==> config.mk <==
export PLATFORM = sky130hd
export DESIGN_NAME = div_sequencer_flat
export DESIGN_NICKNAME = d
export VERILOG_FILES = /design/src/rtl/div_sequencer_pkg.sv /design/src/rtl/div_sequencer_if.sv /design/src/rtl/div_sequencer_step.sv /design/src/rtl/div_sequencer.sv /design/src/flat_wrapper.sv
export SDC_FILE = /design/constraint.sdc
export NUM_CORES = 1
export LEC_CHECK = 0
export ABC_AREA = 1
export CORE_ASPECT_RATIO = 1.4
export CORE_MARGIN = 4
export CORE_UTILIZATION = 30
export DETAILED_ROUTE_END_ITERATION = 8
export HOLD_SLACK_MARGIN = 0.12
export SLEW_MARGIN = 20
export SYNTH_ARGS = -nofsm -noshare
export SYNTH_HDL_FRONTEND = slang
export SYNTH_SLANG_ARGS = --single-unit
==> constraint.sdc <==
create_clock -name CLK -period 4.7 [get_ports CLK]
set_input_delay 0.94 -clock CLK [delete_from_list [all_inputs] [get_ports CLK]]
set_output_delay 0.94 -clock CLK [all_outputs]
set_load 0.005 [all_outputs]
==> src/rtl/div_sequencer_pkg.sv <==
// rtl/div_sequencer_pkg.sv - shared types, widths and helpers for the divide sequencer
// Purpose: operation/state encodings, datapath width, counter width and the
//          magnitude helper used when latching signed operands.
// Ports:   none (package).
package div_sequencer_pkg;

   localparam int BIT_WIDTH = 32;
   localparam int DIV_CNT_W = $clog2(BIT_WIDTH);

   typedef enum logic [1:0] {DIV_DIV, DIV_DIVU, DIV_REM, DIV_REMU} div_op_t;
   typedef enum logic [1:0] {DIV_IDLE, DIV_CALC, DIV_FIX, DIV_DONE} div_state_t;

   // Two's-complement magnitude for signed ops; 0x8000_0000 maps to itself,
   // which is the correct unsigned magnitude.
   function automatic logic [BIT_WIDTH-1:0] magnitude(input logic [BIT_WIDTH-1:0] v,
                                                      input logic             is_signed);
      return (is_signed && v[BIT_WIDTH-1]) ? -v : v;
   endfunction

endpackage

==> src/rtl/div_sequencer_if.sv <==
// rtl/div_sequencer_if.sv - request/response bundle between core and divide sequencer
// Purpose: groups the request handshake (req_valid/req_ready, op, in1, in2),
//          the response handshake (resp_valid/resp_ready, out) and busy.
// Ports:   master = core side, slave = sequencer side.
interface div_sequencer_if;
   import div_sequencer_pkg::*;

   logic                 req_valid;
   logic                 req_ready;
   div_op_t              op;
   logic [BIT_WIDTH-1:0] in1;
   logic [BIT_WIDTH-1:0] in2;
   logic                 resp_valid;
   logic                 resp_ready;
   logic [BIT_WIDTH-1:0] out;
   logic                 busy;

   modport master (
      output req_valid, op, in1, in2, resp_ready,
      input  req_ready, resp_valid, out, busy
   );

   modport slave (
      input  req_valid, op, in1, in2, resp_ready,
      output req_ready, resp_valid, out, busy
   );

endinterface

==> src/rtl/div_sequencer_step.sv <==
// rtl/div_sequencer_step.sv - one combinational radix-2 restoring division iteration
// Purpose: shift the next dividend bit into the partial remainder, trial-subtract
//          the divisor and restore on borrow.
// Ports:   rem_in (partial remainder), dvd_msb (next dividend bit), dvs (divisor),
//          rem_out (next partial remainder), q_bit (quotient bit produced).
module div_step
   import div_sequencer_pkg::*;
(
   input  logic [BIT_WIDTH-1:0] rem_in,
   input  logic                 dvd_msb,
   input  logic [BIT_WIDTH-1:0] dvs,
   output logic [BIT_WIDTH-1:0] rem_out,
   output logic                 q_bit
);

   // The trial runs one bit wider so the borrow lands in the MSB. The partial
   // remainder is always below the divisor, so the kept value fits BIT_WIDTH.
   logic [BIT_WIDTH:0] shifted;
   logic [BIT_WIDTH:0] diff;

   assign shifted = {rem_in, dvd_msb};
   assign diff    = shifted - {1'b0, dvs};
   assign q_bit   = ~diff[BIT_WIDTH];
   assign rem_out = q_bit ? diff[BIT_WIDTH-1:0] : shifted[BIT_WIDTH-1:0];

endmodule

==> src/rtl/div_sequencer.sv <==
// rtl/div_sequencer.sv - multi-cycle RV32M DIV/DIVU/REM/REMU sequencer
// Purpose: radix-2 restoring divider, one quotient bit per cycle, with
//          single-cycle bypass for divide-by-zero and signed overflow.
// Ports:   CLK, nRST (sync active-low), kill (flush), bus (div_sequencer_if.slave).
// Config:  DIV_EARLY_OUT_EN - when defined, |in1| < |in2| also bypasses to DONE.
module div_sequencer
   import div_sequencer_pkg::*;
(
   input  logic           CLK,
   input  logic           nRST,
   input  logic           kill,
   div_sequencer_if.slave bus
);

   localparam logic [BIT_WIDTH-1:0] MIN_INT = {1'b1, {(BIT_WIDTH-1){1'b0}}};

   div_state_t           state;
   logic                 fix_phase;
   logic [DIV_CNT_W-1:0] cnt;
   div_op_t              op_r;
   logic [BIT_WIDTH-1:0] dvd;
   logic [BIT_WIDTH-1:0] dvs;
   logic [BIT_WIDTH-1:0] rem;
   logic [BIT_WIDTH-1:0] quo;
   logic [BIT_WIDTH-1:0] out_r;
   logic                 q_neg;
   logic                 r_neg;
   logic                 resp_valid_r;

   logic                 req_signed;
   logic                 req_rem;
   logic [BIT_WIDTH-1:0] mag1;
   logic [BIT_WIDTH-1:0] mag2;
   logic                 early_out;
   logic [BIT_WIDTH-1:0] step_rem;
   logic                 step_q;

   assign req_signed = (bus.op == DIV_DIV) || (bus.op == DIV_REM);
   assign req_rem    = (bus.op == DIV_REM) || (bus.op == DIV_REMU);
   assign mag1       = magnitude(bus.in1, req_signed);
   assign mag2       = magnitude(bus.in2, req_signed);

`ifdef DIV_EARLY_OUT_EN
   assign early_out = (mag1 < mag2);
`else
   assign early_out = 1'b0;
`endif

   div_step u_step (
      .rem_in  (rem),
      .dvd_msb (dvd[BIT_WIDTH-1]),
      .dvs     (dvs),
      .rem_out (step_rem),
      .q_bit   (step_q)
   );

   always_ff @(posedge CLK) begin
      if (!nRST) begin
         state        <= DIV_IDLE;
         fix_phase    <= 1'b0;
         cnt          <= '0;
         op_r         <= DIV_DIV;
         dvd          <= '0;
         dvs          <= '0;
         rem          <= '0;
         quo          <= '0;
         out_r        <= '0;
         q_neg        <= 1'b0;
         r_neg        <= 1'b0;
         resp_valid_r <= 1'b0;
      end else if (kill) begin
         state        <= DIV_IDLE;
         fix_phase    <= 1'b0;
         resp_valid_r <= 1'b0;
      end else begin
         case (state)
            DIV_IDLE: begin
               if (bus.req_valid) begin
                  op_r  <= bus.op;
                  q_neg <= req_signed & (bus.in1[BIT_WIDTH-1] ^ bus.in2[BIT_WIDTH-1]);
                  r_neg <= req_signed & bus.in1[BIT_WIDTH-1];
                  if (bus.in2 == '0) begin
                     out_r        <= req_rem ? bus.in1 : '1;
                     resp_valid_r <= 1'b1;
                     state        <= DIV_DONE;
                  end else if (req_signed && bus.in1 == MIN_INT && bus.in2 == '1) begin
                     out_r        <= req_rem ? '0 : MIN_INT;
                     resp_valid_r <= 1'b1;
                     state        <= DIV_DONE;
                  end else if (early_out) begin
                     out_r        <= req_rem ? bus.in1 : '0;
                     resp_valid_r <= 1'b1;
                     state        <= DIV_DONE;
                  end else begin
                     dvd   <= mag1;
                     dvs   <= mag2;
                     rem   <= '0;
                     quo   <= '0;
                     cnt   <= DIV_CNT_W'(BIT_WIDTH - 1);
                     state <= DIV_CALC;
                  end
               end
            end
            DIV_CALC: begin
               rem <= step_rem;
               quo <= {quo[BIT_WIDTH-2:0], step_q};
               dvd <= {dvd[BIT_WIDTH-2:0], 1'b0};
               cnt <= cnt - 1'b1;
               if (cnt == '0)
                  state <= DIV_FIX;
            end
            DIV_FIX: begin
               // Two beats: sign-correct in place, then select into out, so the
               // negators and the result mux are never on the same path.
               if (!fix_phase) begin
                  if (q_neg) quo <= -quo;
                  if (r_neg) rem <= -rem;
                  fix_phase <= 1'b1;
               end else begin
                  out_r        <= (op_r == DIV_REM || op_r == DIV_REMU) ? rem : quo;
                  fix_phase    <= 1'b0;
                  resp_valid_r <= 1'b1;
                  state        <= DIV_DONE;
               end
            end
            DIV_DONE: begin
               if (bus.resp_ready) begin
                  resp_valid_r <= 1'b0;
                  state        <= DIV_IDLE;
               end
            end
            default: state <= DIV_IDLE;
         endcase
      end
   end

   assign bus.req_ready  = (state == DIV_IDLE) && nRST;
   assign bus.busy       = (state != DIV_IDLE);
   assign bus.resp_valid = resp_valid_r;
   assign bus.out        = out_r;

endmodule

==> src/flat_wrapper.sv <==
// flat-port wrapper written by rule: the top's interface ports become plain ports
module div_sequencer_flat import div_sequencer_pkg::*;
  (CLK, nRST, kill, bus_req_valid, bus_op, bus_in1, bus_in2, bus_resp_ready, bus_req_ready, bus_resp_valid, bus_out, bus_busy);
  div_sequencer_if bus_i ();
  input  logic CLK;
  input  logic nRST;
  input  logic kill;
  input wire logic [$bits(bus_i.req_valid)-1:0] bus_req_valid;
  input wire logic [$bits(bus_i.op)-1:0] bus_op;
  input wire logic [$bits(bus_i.in1)-1:0] bus_in1;
  input wire logic [$bits(bus_i.in2)-1:0] bus_in2;
  input wire logic [$bits(bus_i.resp_ready)-1:0] bus_resp_ready;
  output wire logic [$bits(bus_i.req_ready)-1:0] bus_req_ready;
  output wire logic [$bits(bus_i.resp_valid)-1:0] bus_resp_valid;
  output wire logic [$bits(bus_i.out)-1:0] bus_out;
  output wire logic [$bits(bus_i.busy)-1:0] bus_busy;
  assign bus_i.req_valid = bus_req_valid;
  assign bus_i.op = bus_op;
  assign bus_i.in1 = bus_in1;
  assign bus_i.in2 = bus_in2;
  assign bus_i.resp_ready = bus_resp_ready;
  assign bus_req_ready = bus_i.req_ready;
  assign bus_resp_valid = bus_i.resp_valid;
  assign bus_out = bus_i.out;
  assign bus_busy = bus_i.busy;
  div_sequencer u_core (.CLK(CLK), .nRST(nRST), .kill(kill), .bus(bus_i));
endmodule
==> results.json <==
{
  "status": "finished clean",
  "io_pins": 106,
  "synth_edf_count": 0,
  "ys_types": 47,
  "hold_path.class": "flip-flop to flip-flop",
  "crit_chain": "clkdlybuf4s50_1, inv_1, ha_1, nand3_1, inv_2, nand2_1, nor2_2, nand2_1, nor2_2, nand3_1, buf_4, o21ai_0, o21ai_0, nor2_1",
  "core_um2": 49130,
  "crit_family": "simple AND/OR/NAND/NOR gates",
  "grt_start_max_net_pins": 87,
  "syn2layout_area_growth_pct": 13.63,
  "cts.clk_slew.worst_paths_ns": 0.09,
  "layout-drive-gt1-share_pct": 5.117,
  "ctsHtreeMaxLevel": 4,
  "synth_area_leaders": "dfxtp_1, nand2_1, inv_1",
  "antenna_left": 0,
  "crit_type": "primary input to flip-flop",
  "syn_nets": 2725,
  "dp_hpwl_um": 41670,
  "grt_pass1_vias": 15770,
  "tightest_slew_ns": 1.045,
  "dieWidth_um": 196.7,
  "fmax_ghz": 0.2888,
  "clock_latency_ns": 0.47,
  "layout_min_cycle_time_ns": 3.462,
  "ir_drop_mv": 0.2261,
  "rsz0062_at_grt": "no",
  "cts_made_buffers": 17,
  "cts_resized": 0,
  "max_slew_margin_pct": 30.36,
  "overflow": 0,
  "start_util_pct": 30.43,
  "path_buf_inv": 4,
  "ys_ff_latch": 172,
  "cp_max_fo": 21,
  "drt-total-wl_um": 54120,
  "yosysTopAreaCell": "dfxtp_1",
  "dieArea_um2": 53520,
  "drc": 0,
  "viasPerCell": 5.018,
  "grt_antenna_before_repair": 0,
  "cp.required_ns": 5.10,
  "dr_total_vias": 16530,
  "p_per_area_nw_per_um2": 231.4,
  "synth.avg_cell_area_um2": 5.730,
  "setup_viol": 0,
  "crit_slowest_cell": "nand3_1",
  "wire_per_inst_um": 16.43,
  "tns_ns": 0,
  "final.period_utilization_pct": 73.66,
  "cts_tree": "built",
  "die_h_um": 272.1,
  "hold_violations": 0,
  "gp_congestion": 0.9215,
  "root_buffer": "clkbuf_16",
  "ctsHoldBuffers": 0,
  "layout.nets": 2761,
  "row_count": 96,
  "yosysSeqAreaShare_pct": 23.03,
  "synth_cells": 2609,
  "p_leak_nw": 7.970,
  "start_kind": "primary input",
  "clock_sinks": 172,
  "diodes": 0,
  "grt.total_usage_pct": 19.87,
  "async_reset_ff_share_pct": 0,
  "end_kind": "flip-flop",
  "cts_setup_buffers": 0,
  "yosysWarnings": 0,
  "clock_path_buffers": 2,
  "synth_top_area_share_pct": 23.03,
  "syn_area_um2": 14950,
  "slew_viol_final": 0,
  "max_stage_delay_ns": 0.50,
  "clock_skew_ns": 0.01213,
  "synth_ff_type": "dfxtp_1",
  "grt_pass1_wl_um": 85600,
  "first_iter_violations": 1414,
  "fin_cells": 3295,
  "cap_viol_max_count": 0,
  "portBuffers": 105,
  "place_inst": 3263,
  "worst_ep_arrival_time_ns": 3.86,
  "dr.pass1.iters": 6
}
-- cells by family after synthesis --
kind of cell               share of synthesized area (%)
DFF                                                23.03
xor gates and xnor gates                           3.398
adders and majority gates                          3.817
and+or+nand+nor                                    40.09
buffers and inverters                              12.50
AOI/OAI and AO/OA                                  17.16
-- layer usage --
layer  wire length, um  track usage, %  vias to the layer above
met5                 0               0                        -
met4              3029           10.61                        0
met3              2014           1.905                      120
met2             26880           35.25                      427
met1             22200           23.52                     7526
li1                  -               -                     8460
-- where the power goes --
| part | internal (mW) | switching, mW |
|---|---|---|
| Sequential | 1.52 | 0.0427 |
| Clock | 0.720 | 0.739 |
| Combinational | 0.299 | 0.614 |
-- tightest hold or removal path, cell delays in order, from the launching register on --
cell     delay, ns
dfxtp_1       0.32
nand2_1       0.06
a21oi_1       0.05
-- per-stage QoR --
step | util, % | power, mW | hold WS (ns) | instance area (um^2) | worst slack [ns]
after detailed placement | 33.37 | 2.496 | 0.4553 | 16390 | 0.8038
after global placement | 33.37 | 2.496 | 0.4541 | 16390 | 0.8214
final | 34.58 | 3.930 | 0.4687 | 16990 | 1.238
after floorplan | - | 2.169 | 0.4301 | 14950 | 2.176
after global routing | 34.58 | 4.132 | 0.4835 | 16990 | 1.030
after CTS | 34.58 | 3.959 | 0.4665 | 16990 | 1.261
-- Yosys cell counts, drive strengths merged, types with 12 or more instances --
cell type and count:
a21oi 212, buf 46, clkbuf 59, dfxtp 172, ha 44, inv 352
nand2 777, nand3 192, nand4 52, nor2 288, nor3 34, o21ai 245
o22ai 12, xor2 48
-- final timing paths --
check,from,endpoint,slack [ns],cells after the start
worst max register to register,u_core.state[0]$_SDFFE_PP0P_,u_core.quo[28]$_SDFFE_PN0P_,1.78,11
worst min register to register,u_core.dvd[3]$_SDFFE_PN0P_,u_core.dvd[3]$_SDFFE_PN0P_,0.47,2
worst min-delay path,u_core.dvd[3]$_SDFFE_PN0P_,u_core.dvd[3]$_SDFFE_PN0P_,0.47,2
worst max-delay path,bus_in2[0],u_core.bus.out[21]$_SDFFE_PN0P_,1.24,14
-- flip-flops by register name (all words and copies together), names as in the netlist --
register	flops
u_core.quo	32
u_core.dvd	32
u_core.r_neg	1
u_core.bus.out	32
u_core.op_r	1
u_core.rem	32
u_core.state	2
u_core.q_neg	1
u_core.cnt	5
u_core.dvs	32
u_core.bus.resp_valid	1
u_core.fix_phase	1
-- cell type report --
cell class,instances,area (um^2)
Clock buffer,17,425.4
Clock inverter,15,167.7
Fill cell,5499,32140
Inverter,353,1326
Multi-Input combinational cell,1979,9639
Sequential cell,172,3445
Tap cell,637,797.0
Timing Repair Buffer,122,1186
-- cells in the final DEF, fill, tap and decap left out, drive strengths merged, types with 34 or more instances in the layout --
cell type	count
dfxtp	172
nand2	777
inv	361
xor2	48
nor3	34
a21oi	212
o21ai	245
nand4	52
clkdlybuf4s50	104
nand3	192
ha	44
nor2	288
Power figures use the tool's default switching activity.
